===== src/rtl/fetch_pkg.sv =====
// Shared types and constants for the instruction fetch stage: FSM encoding,
// the {pc, instr} queue entry and the word-address helper.
package fetch_pkg;
  localparam int          INSTR_WIDTH = 32;
  localparam logic [31:0] PC_STEP     = 32'd4;
  localparam logic [31:0] NOP         = 32'h0000_0013;

  typedef enum logic [1:0] {
    FETCH_BOOT = 2'd0,
    FETCH_RUN  = 2'd1,
    FETCH_HALT = 2'd2
  } fetch_state_e;

  typedef struct packed {
    logic [31:0]            pc;
    logic [INSTR_WIDTH-1:0] instr;
  } fetch_entry_t;

  function automatic logic [31:0] word_addr(input logic [31:0] byte_pc);
    return {2'b00, byte_pc[31:2]};
  endfunction
endpackage


===== src/rtl/fetch_queue.sv =====
// Small synchronous FIFO of {pc, instr} entries with a flush that empties it
// in one edge. Simultaneous push and pop are legal even when full.
module fetch_queue
  import fetch_pkg::*;
#(
  parameter int DEPTH = 2,
  localparam int AW = (DEPTH > 1) ? $clog2(DEPTH) : 1,
  localparam int CW = $clog2(DEPTH + 1)
) (
  input  logic          clk,
  input  logic          reset,
  input  logic          push,
  input  logic          pop,
  input  logic          flush,
  input  fetch_entry_t  din,
  output logic          full,
  output logic          empty,
  output logic [CW-1:0] count,
  output fetch_entry_t  head
);
  fetch_entry_t  mem [DEPTH];
  logic [AW-1:0] rd_ptr, wr_ptr;
  logic [CW-1:0] cnt;

  always_ff @(posedge clk or negedge reset) begin
    if (!reset) begin
      rd_ptr <= '0;
      wr_ptr <= '0;
      cnt    <= '0;
    end else if (flush) begin
      rd_ptr <= '0;
      wr_ptr <= '0;
      cnt    <= '0;
    end else begin
      if (push) wr_ptr <= wr_ptr + AW'(1);
      if (pop)  rd_ptr <= rd_ptr + AW'(1);
      if (push && !pop)      cnt <= cnt + CW'(1);
      else if (pop && !push) cnt <= cnt - CW'(1);
    end
  end

  // Storage needs no reset: nothing is visible until cnt says so.
  always_ff @(posedge clk) begin
    if (push && !flush) mem[wr_ptr] <= din;
  end

  assign full  = (cnt == CW'(DEPTH));
  assign empty = (cnt == '0);
  assign count = cnt;
  assign head  = mem[rd_ptr];
endmodule


===== src/rtl/instruction_fetch_unit.sv =====
// PC register, fetch FSM and redirect handling in front of a combinational
// instruction memory; fetched {pc, instr} pairs are queued for decode.
module instruction_fetch_unit
  import fetch_pkg::*;
#(
  parameter logic [31:0] RESET_VECTOR = 32'h0000_0000,
  parameter int          QUEUE_DEPTH  = 2
) (
  input  logic        clk,
  input  logic        reset,
  input  logic        fetch_enable,
  output logic [31:0] imem_addr,
  input  logic [31:0] imem_data,
  input  logic        redirect_valid,
  input  logic [31:0] redirect_pc,
  output logic        out_valid,
  input  logic        out_ready,
  output logic [31:0] out_instr,
  output logic [31:0] out_pc,
  output logic        redirect_misalign
);
  localparam int CW = $clog2(QUEUE_DEPTH + 1);

  fetch_state_e  state, state_nx;
  logic [31:0]   pc;
  logic          run, redir, push, pop;
  logic          q_full, q_empty;
  logic [CW-1:0] q_count;
  fetch_entry_t  q_head, q_din;

  always_ff @(posedge clk or negedge reset) begin
    if (!reset) state <= FETCH_BOOT;
    else        state <= state_nx;
  end

  // Every state follows fetch_enable; BOOT just delays the first fetch by one edge.
  always_comb begin
    state_nx = state;
    run      = 1'b0;
    redir    = 1'b0;
    unique case (state)
      FETCH_BOOT: state_nx = fetch_enable ? FETCH_RUN : FETCH_HALT;
      FETCH_RUN: begin
        run      = 1'b1;
        redir    = redirect_valid;
        state_nx = fetch_enable ? FETCH_RUN : FETCH_HALT;
      end
      FETCH_HALT: begin
        redir    = redirect_valid;
        state_nx = fetch_enable ? FETCH_RUN : FETCH_HALT;
      end
      default: state_nx = FETCH_BOOT;
    endcase
  end

  assign pop   = out_valid & out_ready;
  assign push  = run & ~redirect_valid & (~q_full | pop);
  assign q_din = '{pc: pc, instr: imem_data};

  always_ff @(posedge clk or negedge reset) begin
    if (!reset) begin
      pc                <= RESET_VECTOR;
      redirect_misalign <= 1'b0;
    end else begin
      redirect_misalign <= redir & (|redirect_pc[1:0]);
      if (redir)     pc <= {redirect_pc[31:2], 2'b00};
      else if (push) pc <= pc + PC_STEP;
    end
  end

  fetch_queue #(.DEPTH(QUEUE_DEPTH)) u_queue (
    .clk   (clk),
    .reset (reset),
    .push  (push),
    .pop   (pop),
    .flush (redir),
    .din   (q_din),
    .full  (q_full),
    .empty (q_empty),
    .count (q_count),
    .head  (q_head)
  );

  assign imem_addr = word_addr(pc);
  assign out_valid = (q_count != '0);
  assign out_pc    = q_empty ? 32'h0 : q_head.pc;
  assign out_instr = q_empty ? 32'h0 : q_head.instr;
endmodule


===== config.mk =====
export PLATFORM = sky130hd
export DESIGN_NAME = instruction_fetch_unit
export DESIGN_NICKNAME = d
export VERILOG_FILES = /design/src/rtl/fetch_pkg.sv /design/src/rtl/fetch_queue.sv /design/src/rtl/instruction_fetch_unit.sv
export SDC_FILE = /design/constraint.sdc
export NUM_CORES = 1
export LEC_CHECK = 0
export ABC_AREA = 1
export CAP_MARGIN = 25
export CORE_MARGIN = 2
export CORE_UTILIZATION = 44
export CTS_CLUSTER_SIZE = 30
export DETAILED_ROUTE_END_ITERATION = 6
export PLACE_DENSITY = 0.74
export REMOVE_ABC_BUFFERS = 1
export SYNTH_ARGS = -nofsm -noshare
export SYNTH_HDL_FRONTEND = slang
export SYNTH_SLANG_ARGS = --single-unit

===== constraint.sdc =====
create_clock -name clk -period 3.97 [get_ports clk]
set_clock_uncertainty 0.1 [all_clocks]
set_input_delay 0.794 -clock clk [delete_from_list [all_inputs] [get_ports clk]]
set_output_delay 0.794 -clock clk [all_outputs]
set_load 0.01 [all_outputs]

==> flow_summary.yaml <==
logic_synthesis:
  synth_cells: 756
  syn_avg_cell_area_um2: 9.589
  async_reset_ff_share_pct: 22.98
  synth_edf_count: 124
  yosysTopAreaCell: "edfxtp_1"
  yosysSeqAreaShare_pct: 64.14
  synth_area_leaders: "edfxtp_1 51%, nand2_1 16%, dfrtp_1 13%"
  syn-cell-area_mm2: 0.007249
  yosys_most_used_dff: "edfxtp_1"
  yosys_register_bits: 161
  yosysUniqueCellTypes: 29
  synth_top_area_share_pct: 51.36
  ys_warn_count: 0
critical_path:
  end_kind: "primary output"
  startpoint_type: "flop"
  crit_arrival_ns: 2.36
  cp.required_ns: 3.08
  reg2reg_depth: 9
  cp_max_fo: 40
  crit_type: "reg2out"
global_route:
  overflow: 0
  grt_pass1_wl_mm: 27.89
  grt_max_degree: 63
  antenna_found_initial: 1
  grtUsageTotal_pct: 20.35
  grt_pass1_vias: 5434
cts:
  numCtsBuffers: 17
  clock_path_buffers: 2
  post_cts_buffers: 0
  cts_tree: "done"
  htreeDepth: 4
  root_buffer: "clkbuf_16"
  cts_resized: 0
  cts_hold_buffers: 0
  cts_sinks: 161
  clk_pin_slew_worst_paths_ns: 0.07
  clk_latency_ns: 0.43
floorplan:
  initial_core_util_pct: 45.31
  die_h_um: 132.4
  die_area_mm2: 0.01752
  ios: 167
  num_rows: 46
  die_w_um: 132.4
  core_area_mm2: 0.01600
final_layout:
  multi_input_area_mm2: 0.002233
  seqCellArea_mm2: 0.004651
  drive_above_1_share_pct: 6.566
  nets: 988
  num-fill-cells: 1375
  final_util_pct: 60.46
  final_cell_mix: "312 x nand2_1, 161 x clkdlybuf4s50_1, 124 x edfxtp_1, 62 x a21oi_1, 56 x inv_1"
  final_common_cell: "nand2_1"
  syn2layout_area_growth_pct: 33.45
  n_antenna_cell: 0
worst_hold_path:
  hold_path.class: "in2async"
run_status:
  status: "finished clean"
power_and_ir_drop:
  power_density_mw_per_mm2: 628.4
  finalPower_mw: 6.080
  vdd_drop_max_mv: 0.3821
  leakage_nw: 3.789
timing:
  hold_viol: 0
  fin_tns_setup_ns: 0
  worst_pin_slew_ns: 0.8642
  fmax_ghz: 0.3073
  slew_headroom_pct: 42.39
  layout_min_cycle_time_ns: 3.255
  setup_viol: 0
  period_share_pct: 81.98
  grt_setup_unrepaired: "no"
  slew_viol_final: 0
placement:
  gp_congestion: 0.8885
  hpwl_mm: 11.60
  port_buffers: 162
route:
  drc: 0
  wl_mm: 17.20
  drt_iter0_markers: 371
  drt_pass1_iterations: 7
  route.vias.total: 5592
  vias_per_cell: 4.884
  detail_route.wl_per_cell_um: 15.02
  final_antenna_net_count: 0
flow_run:
  maxCapViolCount: 0
## cells in the mapped netlist, types with 4 or more instances
master and number:
dfrtp_1 37, xnor2_1 4, nand2_2 4, nand2_1 312, xor2_1 10, buf_4 5, clkbuf_1 19, nor2_1 46
inv_1 56, nand3_1 27, o21ai_0 16, edfxtp_1 124, buf_6 4, nor2_2 6, a21oi_1 62
## cells by family (layout without fill, tap and decap cells)
family | after synthesis | in the layout | synth area share [%]
AO/OA/AOI/OAI | 86 | 86 | 6.162
XOR/XNOR | 14 | 14 | 1.691
adder cells (fa/ha/maj) | 3 | 3 | 0.5178
buffers and inverters | 91 | 261 | 5.454
flip-flops | 161 | 161 | 64.14
other | 1 | 4 | 0.05173
AND/OR/NAND/NOR | 400 | 400 | 21.99
## metal layers
metal	wire, um	global-route usage [%]
met5	13	0
met4	230	6.213
met3	967	5.075
met2	8395	33.77
met1	7592	26.47
## state kept, by name, summed over array words and instances, names as in the netlist
register / flops
u_queue.count: 2
state: 2
redirect_misalign: 1
u_queue.wr_ptr: 1
pc: 30
u_queue.rd_ptr: 1
u_queue.mem: 124
## worst paths after layout
kind | start | end | slack [ns]
min in group clk | pc[31]$_DFFE_PN0P_ | u_queue.mem[0][63]$_DFFE_PP_ | 0.45
max in group asynchronous | reset | u_queue.rd_ptr$_DFFE_PN0P_ | 2.80
worst max-delay path | u_queue.rd_ptr$_DFFE_PN0P_ | out_pc[8] | 0.72
worst min-delay path | reset | pc[31]$_DFFE_PN0P_ | 0.39
worst min register to register | pc[31]$_DFFE_PN0P_ | u_queue.mem[0][63]$_DFFE_PP_ | 0.45
worst max register to register | state[0]$_DFF_PN0_ | pc[7]$_DFFE_PN0P_ | 1.81
## critical path, stage by stage (launching register included)
cell and delay, ns:
dfrtp_2 0.40, inv_2 0.40, buf_12 0.29, nand2_1 0.08
a21oi_1 0.17, clkdlybuf4s50_1 0.56
## power by group
group / internal, mW / switching, mW
sequential: 2.04 / 0.220
combinational: 1.07 / 1.18
clock: 0.883 / 0.685
## metrics by stage
stage | hold WS, ns | worst slack [ns] | std cells | instance area (um^2)
2_1_floorplan | 0.3984 | -0.3164 | 728 | 7093
3_3_place_gp | 0.4342 | 1.183 | 1113 | 9101
3_5_place_dp | 0.4418 | 1.155 | 1113 | 9101
4_1_cts | 0.4051 | 0.6854 | 1145 | 9674
5_1_grt | 0.4485 | 0.5425 | 1145 | 9674
6_report | 0.3874 | 0.7155 | 1145 | 9674
## cell type report
| type | count | area share [%] |
|---|---|---|
| inverters | 60 | 2.354 |
| clock buffers | 18 | 4.436 |
| multi-input cells | 507 | 23.09 |
| clock inverters | 14 | 1.487 |
| flip-flops and latches | 161 | 48.07 |
| repair buffers | 169 | 17.77 |
| well taps | 216 | 2.794 |
Note: power is estimated with default switching activity, not from simulation.
